`src/rtl/mips_chk_pkg.sv`:
```
// Shared types and default parameters for the MIPS result checker.
// The table entry is sized to the 8-bit core bus.
package mips_chk_pkg;

    localparam int CHK_WIDTH   = 8;
    localparam int CHK_NCHK    = 4;
    localparam int CHK_TIMEOUT = 1000;

    typedef enum logic [2:0] {
        IDLE,
        RUN,
        PASS,
        FAIL,
        TOUT
    } chk_state_t;

    typedef struct packed {
        logic [CHK_WIDTH-1:0] adr;
        logic [CHK_WIDTH-1:0] data;
        logic                 valid;
    } chk_entry_t;

endpackage

```
`src/rtl/mips_chk_table.sv`:
```
// Expected-write register file: one-cycle synchronous write and a combinational read at the pointer.
// The valid bits of the pointer entry's successor and of entry 0 are exposed for end-of-list and start decisions.
module mips_chk_table
    import mips_chk_pkg::*;
#(
    parameter int NCHK = CHK_NCHK,
    parameter int IW   = 2
)(
    input  logic          clk_i,
    input  logic          rst_n_i,
    input  logic          we_i,
    input  logic [IW-1:0] widx_i,
    input  chk_entry_t    wentry_i,
    input  logic [IW-1:0] rptr_i,
    output chk_entry_t    rentry_o,
    output logic          nxt_valid_o,
    output logic          head_valid_o
);

    chk_entry_t    entries_q [NCHK];
    logic [IW-1:0] nxt_idx;

    // Only the valid bits need a reset; address/data are don't-care while invalid.
    always_ff @(posedge clk_i) begin
        if (!rst_n_i) begin
            for (int i = 0; i < NCHK; i++) begin
                entries_q[i].valid <= 1'b0;
            end
        end else if (we_i && (int'(widx_i) < NCHK)) begin
            entries_q[widx_i] <= wentry_i;
        end
    end

    assign rentry_o     = entries_q[rptr_i];
    assign head_valid_o = entries_q[0].valid;
    assign nxt_idx      = rptr_i + 1'b1;

    always_comb begin
        nxt_valid_o = 1'b0;
        if (int'(rptr_i) < NCHK - 1) begin
            nxt_valid_o = entries_q[nxt_idx].valid;
        end
    end

endmodule

```
`config.mk`:
```
export PLATFORM = sky130hd
export DESIGN_NAME = mips_chk_table
export DESIGN_NICKNAME = d
export VERILOG_FILES = /design/src/rtl/mips_chk_pkg.sv /design/src/rtl/mips_chk_table.sv
export SDC_FILE = /design/constraint.sdc
export NUM_CORES = 1
export LEC_CHECK = 0
export ABC_AREA = 1
export CAP_MARGIN = 40
export CORE_ASPECT_RATIO = 0.7
export CORE_UTILIZATION = 52
export DETAILED_ROUTE_END_ITERATION = 10
export PLACE_DENSITY = 0.83
export SETUP_SLACK_MARGIN = 0.05
export SLEW_MARGIN = 25
export SYNTH_ARGS = -nofsm -noshare
export SYNTH_HDL_FRONTEND = slang
export SYNTH_SLANG_ARGS = --single-unit
```
`constraint.sdc`:
```
create_clock -name clk_i -period 1.58 [get_ports clk_i]
set_input_delay 0.237 -clock clk_i [delete_from_list [all_inputs] [get_ports clk_i]]
set_output_delay 0.237 -clock clk_i [all_outputs]
set_load 0.05 [all_outputs]
```
* Word-level counts from Yosys, hierarchy flattened
Memories as Yosys holds them, arrays and structs flattened.
Index checks and enable logic that the tools add are counted.
** Word-level totals
- Memories :: 1
- Register bits :: 0
- Output and inout port bits :: 19
- Memory bits (writable) :: 68
- Input port bits :: 24
** Memory list
- entries_q :: depth 4, bits a word 17, rd ports 3, clocked after memory_dff 0, write ports 4, line mips_chk_table.sv:20 : chk_entry_t entries_q [NCHK];
** Cells by class
- $add $sub $neg :: 1
- Reductions and logical operators :: 1
- Magnitude comparators :: 1
- Mux-type cells :: 8
** Operator list (number)
- $mux W17 :: 1
- $reduce_or A17 Y1 :: 1
- $mux W1 :: 5
- $mux W2 :: 2
- $add A2 B1 Y2 const B :: 1
- $lt A2 B2 Y1 const B :: 1

* Depth between registers and ports, before layout
Gate-level depths: netlist of run 1.
- Depth after elaboration :: 5
- Gate-level depth with buffers :: 6
- Mapped depth without buffers :: 6

* Least setup slack after synthesis of run 1
OpenSTA, ideal clock, no wires.
- Path kind :: input to output
- Start point :: input rptr_i[0]
- End point :: output rentry_o[15] in the netlist's numbering
- Cell stages on the path :: 4
- Path buffers :: 2
- Path slack :: -0.342 ns
- Required time :: 1.343 ns
- Arrival :: 1.685 ns
- Path through :: buf_6 > buf_2 > nor2_1 > o21ai_0
** RTL lines
- start: declaration :: line mips_chk_table.sv:14 : input logic [IW-1:0] rptr_i,
- end: declaration :: line mips_chk_table.sv:15 : output chk_entry_t rentry_o,

==> results of run 1 <==
[logic make-up after synthesis]
group | Yosys count | share of synthesized area, %
AOI/OAI and AO/OA | 55 | 9.76
and+or+nand+nor | 86 | 12.1
buffers and inverters | 43 | 7.03
adders and majority gates | 1 | 0.439
DFF | 68 | 70.7
[cells in the mapped netlist, types with 3 or more instances]
| cell | n | area share (%) |
|---|---|---|
| sky130_fd_sc_hd__a21oi_1 | 3 | 0.53 |
| sky130_fd_sc_hd__buf_2 | 7 | 1.2 |
| sky130_fd_sc_hd__inv_1 | 30 | 4.0 |
| sky130_fd_sc_hd__nor2_1 | 66 | 8.7 |
| sky130_fd_sc_hd__edfxtp_1 | 65 | 69 |
| sky130_fd_sc_hd__o21ai_0 | 38 | 6.7 |
| sky130_fd_sc_hd__dfxtp_1 | 3 | 2.1 |
| sky130_fd_sc_hd__nand3_1 | 5 | 0.88 |
| sky130_fd_sc_hd__buf_6 | 3 | 1.2 |
| sky130_fd_sc_hd__nand2_1 | 13 | 1.7 |
| sky130_fd_sc_hd__o21ai_1 | 13 | 2.3 |
[per-stage QoR]
step	TNS, ns	total power [mW]
finish	0	4.25
global route	-0.00318	4.38
CTS	0	4.23
detailed placement	-8.05	2.70
global placement	-5.80	2.68
floorplan	0	2.39
[metal layers]
metal / part of all wire (%) / track usage, % / wire (um)
met5: 0 / 0 / 0
met4: 1.0 / 10.1 / 68
met3: 5.0 / 6.90 / 331
met2: 55 / 45.2 / 3660
met1: 39 / 25.9 / 2570
[worst paths after layout]
| check | end | slack, ns | cells after the start |
|---|---|---|---|
| max reg2reg | entries_q[1][0] | 0.98 | 2 |
| min | entries_q[2][0] | 0.49 | 2 |
| min reg2reg | entries_q[2][0] | 0.49 | 2 |
| max | rentry_o[0] | 0.06 | 5 |
[report_power, final]
| part | leakage, nW | total (mW) | switching [mW] | internal [mW] |
|---|---|---|---|---|
| clock | 0.111 | 1.55 | 0.657 | 0.892 |
| sequential | 0.523 | 2.04 | 0.0181 | 2.03 |
| combinational | 0.864 | 0.662 | 0.363 | 0.300 |
[what timing repair did]
item,in CTS,in global routing
cloned,1,1
pin swaps,3,11
setup endpoints to repair,18,18
resized for setup,15,28
[layout make-up]
class	count	area, sq um	area share, %
Clock buffer	10	128	3.15
Clock inverter	6	87.6	2.16
Timing Repair Buffer	64	873	21.5
Multi-Input combinational cell	142	733	18.1
Sequential cell	68	2020	49.8
Tap cell	72	90.1	2.22
Inverter	31	126	3.12
[worst reg2reg max path: stages, from the launching register on]
cell                      delay (ns)
sky130_fd_sc_hd__dfxtp_2        0.34
sky130_fd_sc_hd__nand3_1        0.10
sky130_fd_sc_hd__nand2_1        0.06
==> metrics.sh, run 1 <==
CP-START-KIND='register'
GLOBAL_ROUTE.OVERFLOW_TOTAL=0
INITIAL_CORE_UTIL_PCT=54.1
LAYOUT.CORE_UTILIZATION_PCT=77.2
POST_LAYOUT_NONFILLER_INSTANCES=393
TIMING.CRITICAL_PATH.BUF_INV=2
WORST_SLEW_MARGIN_REL_PCT=78.4
YOSYS_REGISTER_BITS=68
ROUTED_WIRELENGTH_UM=6630
HOLD_VIOL=0
CLOCK_SINKS=68
CP-END-KIND='output pin'
GRT_MAX_DEGREE=37
HOLDCRITSTARTPOINT='entries_q[2][0]'
LAYOUT-AREA-OVERHEAD-VS-SYNTH_PCT=42.5
PERIOD_SHARE_PCT=95.9
DRT.ANTENNA.VIOLATING_NETS=0
CRIT_PATH_LEADING_DELAY_FAMILY='flip-flops'
REGMOSTFLOPS='entries_q'
INITIAL_ANTENNA_VIOLATION_COUNT=0
SETUP_WS_NS=0.0647
PERIOD_MINUS_SLACK_NS=1.52
FIRST_PASS_GRT_WIRE_LENGTH_UM=10200
CRITPATHSLOWESTCELL='sky130_fd_sc_hd__dfxtp_2'
CORE_AREA_SQ_UM=5260
ROUTED_VIA_DENSITY=5.26
MOST_COMMON_FLOP_CELL_MAPPED_BY_YOSYS='sky130_fd_sc_hd__edfxtp_1'
GRT_UTIL_ALL_LAYERS_PCT=24.2
RSZ0062_AT_GRT='true'
REG.LARGEST.LIST='entries_q: 68 flops'
DRT-WIRELENGTH-PER-CELL_UM=16.9
INSERTION_DELAY_NS=0.34
CLOCKBUFFERDEPTH=2
FIN_NETS=341
CRIT_PATH_CELL_TRACE='inv_1 -> a21oi_2 -> o21ai_0 -> nand2_1 -> buf_12'
LARGEST_REG_FLOPS=68
CTS_BUFFERS=9
PLACED_CELLS=375
SETUP_VIOLATIONS=0
PROPORTION_OF_SYNTHESIZED_CHIP_AREA_IN_SEQUENTIAL_CELLS_PCT=70.7
LEAST_MARGIN_PIN_SLEW_NS=0.323
DETAILEDPLACEMENTHPWL_UM=4000
OUTCOME='finished clean'
DP_SLACK_NS=-0.317
TIMING_WORST_SETUP_PATH_TYPE='register to output pin'
PORT-BUFFER-COUNT=42
SYNTH.NET_COUNT=278
LEAKAGEPOWER_nW=1.50
CTS_HOLD_BUFFERS=0
FINISH.INSTANCE_AREA_SQ_UM=4060
DIE-WIDTH_UM=90.4
LAYOUT_SKEW_NS=0
GP_CONGESTION=0.794
MAXCAPVIOLATIONS=0
CTS_HTREE_LEVELS=3
LAYOUT.CELLS.MOST_COMMON='sky130_fd_sc_hd__edfxtp_1'
YOSYS_CELL_TYPES=18
TIMING.CRITICAL_PATH.FROM='entries_q[2][0]'
LAYOUT.FILLER_CELLS=302
DETAILEDROUTE.FIRSTITERATIONVIOLATIONS=104
DRCVIOLATIONCOUNT=0
DIEAREA_SQ_UM=5780
CRIT_ARRIVAL_NS=1.28
CTS_SETUP_BUFFERS=0
FMAX_MHz=660
IR_DROP_V=0.000866
CTS_TREE='done'
SYNTH_CELLS=253
CP.REQUIRED_NS=1.34
WORST_CASE_HOLD_SLACK_NS=0.491
MOST-COMMON-LAYOUT-CELLS='sky130_fd_sc_hd__edfxtp_1, sky130_fd_sc_hd__nor2_1, sky130_fd_sc_hd__inv_1'
ROWS=22
SYNTH-WARNING-COUNT=0
NUM_ANTENNA_CELLS=0
NUMBER_OF_FLOPS_MAPPED_TO_ENABLE_CELLS_BY_YOSYS=65
IO_PINS=43
SYNTH_AREA_PER_CELL_SQ_UM=11.3
VIAS=2066
POWER_PER_CELL_AREA_nW_PER_UM2=1050
LAYOUT-DRIVE-GT1-SHARE_PCT=28.7
SYNTH_AREA_SQ_UM=2850
MIN_DELAY_WORST_TYPE='register to register'
FIRST_GLOBAL_VIAS=2121
MAXSLEWVIOLCOUNT=0
ASYNCSETRESETFLOPFRACSYNTH_PCT=0
POSTPLACECELLAREA_SQ_UM=3730
CTSROOTBUFFERMASTER='sky130_fd_sc_hd__clkbuf_8'
DIE_Y_UM=63.9
CRIT_PATH_MAX_FANOUT=2
CLK_TRANSITION_REPORTED_PATHS_NS=0.07
WORSTREG2REGSTART='entries_q[1][0]'
DR.PASS1.ITERS=4
CPPEAKSTAGEDELAY_NS=0.33
Note: power is estimated with default switching activity, not from simulation.
==> run 2, diff against run 1 <==
--- a/config.mk
+++ b/config.mk
@@ -5,12 +5,11 @@
 export SDC_FILE = /design/constraint.sdc
 export NUM_CORES = 1
 export LEC_CHECK = 0
-export ABC_AREA = 1
 export CAP_MARGIN = 40
 export CORE_ASPECT_RATIO = 0.7
 export CORE_UTILIZATION = 52
 export DETAILED_ROUTE_END_ITERATION = 10
-export PLACE_DENSITY = 0.83
+export PLACE_DENSITY = 0.84
 export SETUP_SLACK_MARGIN = 0.05
 export SLEW_MARGIN = 25
 export SYNTH_ARGS = -nofsm -noshare
==> metrics.sh, run 2 <==
SYNTH_AREA_PER_CELL_SQ_UM=20.9
GRT_USE_MET1_PCT=30.8
DRT-WIRELENGTH-PER-CELL_UM=20.5
NUM_ANTENNA_CELLS=0
CLOCK_SINKS=68
FIRST_GLOBAL_VIAS=1645
DETAILEDPLACEMENTHPWL_UM=3690
TIMING.CRITICAL_PATH.FROM='entries_q[3][0]'
PERIOD_SHARE_PCT=108
GLOBAL_ROUTE.OVERFLOW_TOTAL=0
GR-USAGE-MET3_PCT=6.61
GRT_UTIL_ALL_LAYERS_PCT=23.2
VIAS=1524
PORT-BUFFER-COUNT=42
PLACED_CELLS=253
SETUP_VIOLATIONS=18
GRT_MAX_DEGREE=23
SYNTH_CELLS=131
MOST_COMMON_FLOP_CELL_MAPPED_BY_YOSYS='sky130_fd_sc_hd__edfxtp_1'
ASYNCSETRESETFLOPFRACSYNTH_PCT=0
LAYOUT-AREA-OVERHEAD-VS-SYNTH_PCT=32.6
DIE_Y_UM=62.7
CRIT_PATH_MAX_FANOUT=2
POWER_PER_CELL_AREA_nW_PER_UM2=1070
POSTPLACECELLAREA_SQ_UM=3340
CTSROOTBUFFERMASTER='sky130_fd_sc_hd__clkbuf_8'
SYNTH_AREA_SQ_UM=2740
CP.REQUIRED_NS=1.34
DRCVIOLATIONCOUNT=0
YS_TOP_CELLS_BY_AREA='sky130_fd_sc_hd__edfxtp_1, sky130_fd_sc_hd__mux4_1, sky130_fd_sc_hd__mux4_2'
CP-END-KIND='output pin'
TIMING.CRITICAL_PATH.TO='nxt_valid_o'
INITIAL_ANTENNA_VIOLATION_COUNT=0
SYNTH_LARGEST_TYPE_AREA_FRACTION_PCT=71.2
DETAILEDROUTE.FIRSTITERATIONVIOLATIONS=111
MULTI_INPUT_COMB_AREA_SQ_UM=688
NUMBER_OF_FLOPS_MAPPED_TO_ENABLE_CELLS_BY_YOSYS=65
OUTCOME='complete, but fails checks'
ROUTED_WIRELENGTH_UM=5560
FIN_TOTAL_PWR_mW=3.88
DIE-WIDTH_UM=88.8
SEQUENTIAL_CELL_AREA_SQ_UM=2010
FAILED_CHECKS='negative setup slack'
CORE_AREA_SQ_UM=4910
INITIAL_CORE_UTIL_PCT=55.8
GP_CONGESTION=0.827
FMAX_MHz=584
TIMING.REG2REG.SETUP_SLACK_NS=0.93
WORST_SLEW_MARGIN_REL_PCT=81.4
YOSYS_REGISTER_BITS=68
WORSTREG2REGSTART='entries_q[1][0]'
SYNTH-WARNING-COUNT=0
RSZ0062_AT_GRT='true'
DRT.ANTENNA.VIOLATING_NETS=0
R2R.WORST_PATH.CELLS=2
MIN_DELAY_WORST_TYPE='register to register'
CLOCKBUFFERDEPTH=2
MET2_USAGE_GRT_PCT=36.3
LAYOUT_SKEW_NS=0
SYNTH.NET_COUNT=156
DIEAREA_SQ_UM=5570
REGMOSTFLOPS='entries_q'
MAXCAPVIOLATIONS=0
IO_PINS=43
FIN_NETS=223
CRIT_ARRIVAL_NS=1.47
NETLIST_TOP_CELLS_COUNT='sky130_fd_sc_hd__edfxtp_1, sky130_fd_sc_hd__and3_1, sky130_fd_sc_hd__mux4_1, sky130_fd_sc_hd__mux4_2, sky130_fd_sc_hd__nand2_1'
DR.PASS1.ITERS=4
MOST-COMMON-LAYOUT-CELLS='sky130_fd_sc_hd__edfxtp_1, sky130_fd_sc_hd__clkdlybuf4s50_1, sky130_fd_sc_hd__buf_4'
LAYOUT.CELLS.MOST_COMMON='sky130_fd_sc_hd__edfxtp_1'
MAXSLEWVIOLCOUNT=0
ROUTED_VIA_DENSITY=5.60
CTS_HTREE_LEVELS=3
POST_LAYOUT_NONFILLER_INSTANCES=272
LARGEST_REG_FLOPS=68
INSERTION_DELAY_NS=0.34
FIRST_PASS_GRT_WIRE_LENGTH_UM=8800
LEAST_MARGIN_PIN_SLEW_NS=0.278
CP-START-KIND='register'
CTS_TREE='done'
FINISH.INSTANCE_AREA_SQ_UM=3630
LAYOUT-DRIVE-GT1-SHARE_PCT=40.4
CTS_BUFFERS=9
SETUP_WS_NS=-0.131
LAYOUT.FILLER_CELLS=294
PROPORTION_OF_SYNTHESIZED_CHIP_AREA_IN_SEQUENTIAL_CELLS_PCT=73.4
PERIOD_MINUS_SLACK_NS=1.71
LEAKAGEPOWER_nW=1.21
R2R-END='entries_q[1][0]'
YOSYS_CELL_TYPES=18
SYNTH_MOST_COMMON_CELL='sky130_fd_sc_hd__edfxtp_1'
CLK_TRANSITION_REPORTED_PATHS_NS=0.07
GR-MAX-USAGE-LAYER='met2'
HOLD_VIOL=0
ROWS=21
TIMING_WORST_SETUP_PATH_TYPE='register to output pin'
IR_DROP_V=0.00107
POST-SYNTH-TOP-AREA-CELL='sky130_fd_sc_hd__edfxtp_1'
REG.LARGEST.LIST='entries_q: 68 flops'
[run 2: where the power goes]
group          total [mW]  internal, mW  switching [mW]
Clock                1.38         0.719           0.657
Sequential           2.04          2.03          0.0176
Combinational       0.456         0.215           0.240
[run 2: area by class of cell]
| class | count | area share [%] |
|---|---|---|
| clock buffers | 9 | 3.41 |
| clock inverters | 7 | 1.86 |
| multi-input cells | 55 | 18.9 |
| flip-flops and latches | 68 | 55.4 |
| well taps | 69 | 2.38 |
| repair buffers | 64 | 18.0 |
[run 2: routing by layer]
metal  vias to the layer above  wire [um]
met2                        54       2840
met5                         -          0
met4                         0        100
met1                       780       2360
li1                        677          -
met3                        13        266
[run 2: kinds of logic after synthesis]
group	after synthesis	share of synthesized area, %
muxes	21	17.1
adders and majority gates	1	0.457
buffers and inverters	8	2.05
DFF	68	73.4
and+or+nand+nor	33	6.94
[run 2: critical path, stage by stage, from the launching register on]
cell and delay, ns:
sky130_fd_sc_hd__edfxtp_1 0.39, sky130_fd_sc_hd__mux4_2 0.46, sky130_fd_sc_hd__nor2b_4 0.14, sky130_fd_sc_hd__buf_8 0.14
[run 2: repair_timing]
action,in CTS,in global routing
gates cloned,1,0
pin swaps,1,0
hold buffers,0,0
buffers inserted,2,0
setup endpoints to repair,18,18
hold endpoints to repair,0,0
gates resized for setup,40,0
[run 2: worst min-delay path by stage]
stage / end / depth (start not counted) / from / slack [ns]
2_1_floorplan: entries_q[1][0] / 2 / rst_n_i / 0.42
5_1_grt: entries_q[0][0] / 2 / entries_q[0][0] / 0.54
3_5_place_dp: entries_q[1][0] / 2 / entries_q[1][0] / 0.50
4_1_cts: entries_q[1][0] / 2 / entries_q[1][0] / 0.51
6_report: entries_q[1][0] / 2 / entries_q[1][0] / 0.51
3_3_place_gp: entries_q[1][0] / 2 / entries_q[1][0] / 0.46
[run 2: stage by stage]
stage / TNS, ns / setup slack [ns] / hold slack (ns) / util [%]
floorplan: -3.08 / -0.120 / 0.420 / -
global placement: -8.74 / -0.500 / 0.459 / 68.1
detailed placement: -11.03 / -0.553 / 0.496 / 68.1
CTS: -0.975 / -0.148 / 0.513 / 73.9
global route: -1.56 / -0.163 / 0.540 / 73.9
finish: -0.832 / -0.131 / 0.513 / 73.9
==> run 3, diff against run 2 <==
--- a/config.mk
+++ b/config.mk
@@ -5,7 +5,6 @@
 export SDC_FILE = /design/constraint.sdc
 export NUM_CORES = 1
 export LEC_CHECK = 0
-export CAP_MARGIN = 40
 export CORE_ASPECT_RATIO = 0.7
 export CORE_UTILIZATION = 52
 export DETAILED_ROUTE_END_ITERATION = 10
==> constraint.sdc (replaced) <==
create_clock -name clk_i -period 1.58 [get_ports clk_i]
set_input_delay 0.316 -clock clk_i [delete_from_list [all_inputs] [get_ports clk_i]]
set_output_delay 0.316 -clock clk_i [all_outputs]
set_load 0.05 [all_outputs]
==> metrics.sh, run 3 (synthesis results as in run 2) <==
CELLINTERNALPOWER_mW=3.11
GRT_MAX_DEGREE=23
CP-END-KIND='output pin'
REGMOSTFLOPS='entries_q'
PERIOD_MINUS_SLACK_NS=1.80
POSTPLACECELLAREA_SQ_UM=3370
VIAS=1496
FIN_TNS_SETUP_NS=-2.10
MET2_USAGE_GRT_PCT=35.8
LAYOUT.CORE_UTILIZATION_PCT=73.8
GATE_POWER_SHARE_PCT=11.0
DIEAREA_SQ_UM=5570
RSZ0062_AT_GRT='true'
PLACED_CELLS=250
IR_DROP_V=0.000664
CP-START-KIND='primary input'
CTSROOTBUFFERMASTER='sky130_fd_sc_hd__clkbuf_8'
DIE_Y_UM=62.7
DETAILEDPLACEMENTHPWL_UM=3440
CORE_AREA_SQ_UM=4910
LAYOUT_SKEW_NS=0
PWR-SHARE-SEQ_PCT=51.0
MOST-COMMON-LAYOUT-CELLS='sky130_fd_sc_hd__edfxtp_1, sky130_fd_sc_hd__clkdlybuf4s50_1, sky130_fd_sc_hd__and3_1, sky130_fd_sc_hd__buf_6, sky130_fd_sc_hd__mux4_2'
LAYOUT-AREA-OVERHEAD-VS-SYNTH_PCT=32.4
MAXSLEWVIOLCOUNT=0
TIMING_WORST_SETUP_PATH_TYPE='primary input to output pin'
GR-USAGE-MET3_PCT=7.53
WORST_SLEW_MARGIN_REL_PCT=80.8
PERIOD_SHARE_PCT=114
FIN_TOTAL_PWR_mW=4.00
GLOBAL_ROUTE.OVERFLOW_TOTAL=0
LEAKAGEPOWER_nW=1.19
GR-MAX-USAGE-LAYER='met2'
POST_LAYOUT_NONFILLER_INSTANCES=266
SWITCHING_POWER_uW=896
LARGEST_REG_FLOPS=68
CTS_SETUP_BUFFERS=0
DETAILEDROUTE.FIRSTITERATIONVIOLATIONS=84
ROWS=21
ROUTED_WIRELENGTH_UM=5240
CTS_HTREE_LEVELS=3
FMAX_MHz=556
SETUP_WS_NS=-0.217
CTS_TREE='done'
FAILED_CHECKS='negative setup slack'
FIRST_GLOBAL_VIAS=1697
POWER_PER_CELL_AREA_nW_PER_UM2=1100
FINISH.INSTANCE_AREA_SQ_UM=3630
REG.LARGEST.LIST='entries_q: 68 flops'
CRIT_PATH_MAX_FANOUT=3
NUM_ANTENNA_CELLS=0
GRT_UTIL_ALL_LAYERS_PCT=22.4
CLK_TRANSITION_REPORTED_PATHS_NS=0.07
DP_SLACK_NS=-0.661
PORT-BUFFER-COUNT=42
GP_CONGESTION=0.724
HOLD_VIOL=0
NET_SWITCHING_FRACTION_OF_THE_POWER_PCT=22.4
MAXCAPVIOLATIONS=0
CP.REQUIRED_NS=1.26
INITIAL_CORE_UTIL_PCT=55.8
LAYOUT.CELLS.MOST_COMMON='sky130_fd_sc_hd__edfxtp_1'
CTS_HOLD_BUFFERS=0
FIRST_PASS_GRT_WIRE_LENGTH_UM=8600
MIN_DELAY_WORST_TYPE='register to register'
DRT.ANTENNA.VIOLATING_NETS=0
IO_PINS=43
SEQUENTIAL_CELL_AREA_SQ_UM=2010
DRT-WIRELENGTH-PER-CELL_UM=19.7
INSERTION_DELAY_NS=0.34
DIE-WIDTH_UM=88.8
MULTI_INPUT_COMB_AREA_SQ_UM=708
LAYOUT.FILLER_CELLS=299
SETUP_VIOLATIONS=18
CLOCKBUFFERDEPTH=2
CRIT_ARRIVAL_NS=1.48
OUTCOME='complete, but fails checks'
GRT_USE_MET1_PCT=28.5
ROUTED_VIA_DENSITY=5.62
INITIAL_ANTENNA_VIOLATION_COUNT=0
POWER.CLOCK.FRACTION_PCT=38.0
FIN_NETS=217
CLOCK_SINKS=68
LEAST_MARGIN_PIN_SLEW_NS=0.287
CTS_BUFFERS=9
DRCVIOLATIONCOUNT=0
WORST_CASE_HOLD_SLACK_NS=0.490
DR.PASS1.ITERS=4
LAYOUT-DRIVE-GT1-SHARE_PCT=38.1
## run 3: worst paths after layout
kind,startpoint,to,slack [ns],depth (start not counted)
setup / recovery,rptr_i[0],nxt_valid_o,-0.22,5
hold / removal,entries_q[0][0],entries_q[0][0],0.49,2
setup reg to reg,entries_q[2][0],entries_q[2][0],0.95,2
hold reg to reg,entries_q[0][0],entries_q[0][0],0.49,2
## run 3: area by class of cell
type	instances	area share [%]
repair buffers	58	16.7
multi-input cells	55	19.5
clock buffers	9	3.41
flip-flops and latches	68	55.5
well taps	69	2.38
clock inverters	7	2.52
## run 3: layer usage
| layer | up-vias | share of wire [%] |
|---|---|---|
| met4 | 0 | 1.2 |
| met5 | - | 0 |
| li1 | 672 | - |
| met2 | 48 | 52 |
| met3 | 8 | 4.2 |
| met1 | 768 | 43 |
## run 3: timing repair
| item | CTS | global route |
|---|---|---|
| cloned | 0 | 0 |
| resized for setup | 32 | 0 |
| setup endpoints to repair | 18 | 18 |
## run 3: power by group through the flow
stage                     combinational [mW]  clock, mW  sequential, mW
after floorplan                        0.250          0            2.08
after global placement                 0.404          0            2.08
after detailed placement               0.416          0            2.08
after CTS                              0.442       1.54            2.04
after global routing                   0.463       1.61            2.05
final                                  0.439       1.52            2.04
## run 3: worst max-delay path, cell delays in order
cell and delay, ns:
sky130_fd_sc_hd__buf_2 0.14, sky130_fd_sc_hd__ha_4 0.26, sky130_fd_sc_hd__mux4_2 0.48, sky130_fd_sc_hd__nor2b_4 0.14, sky130_fd_sc_hd__buf_8 0.14
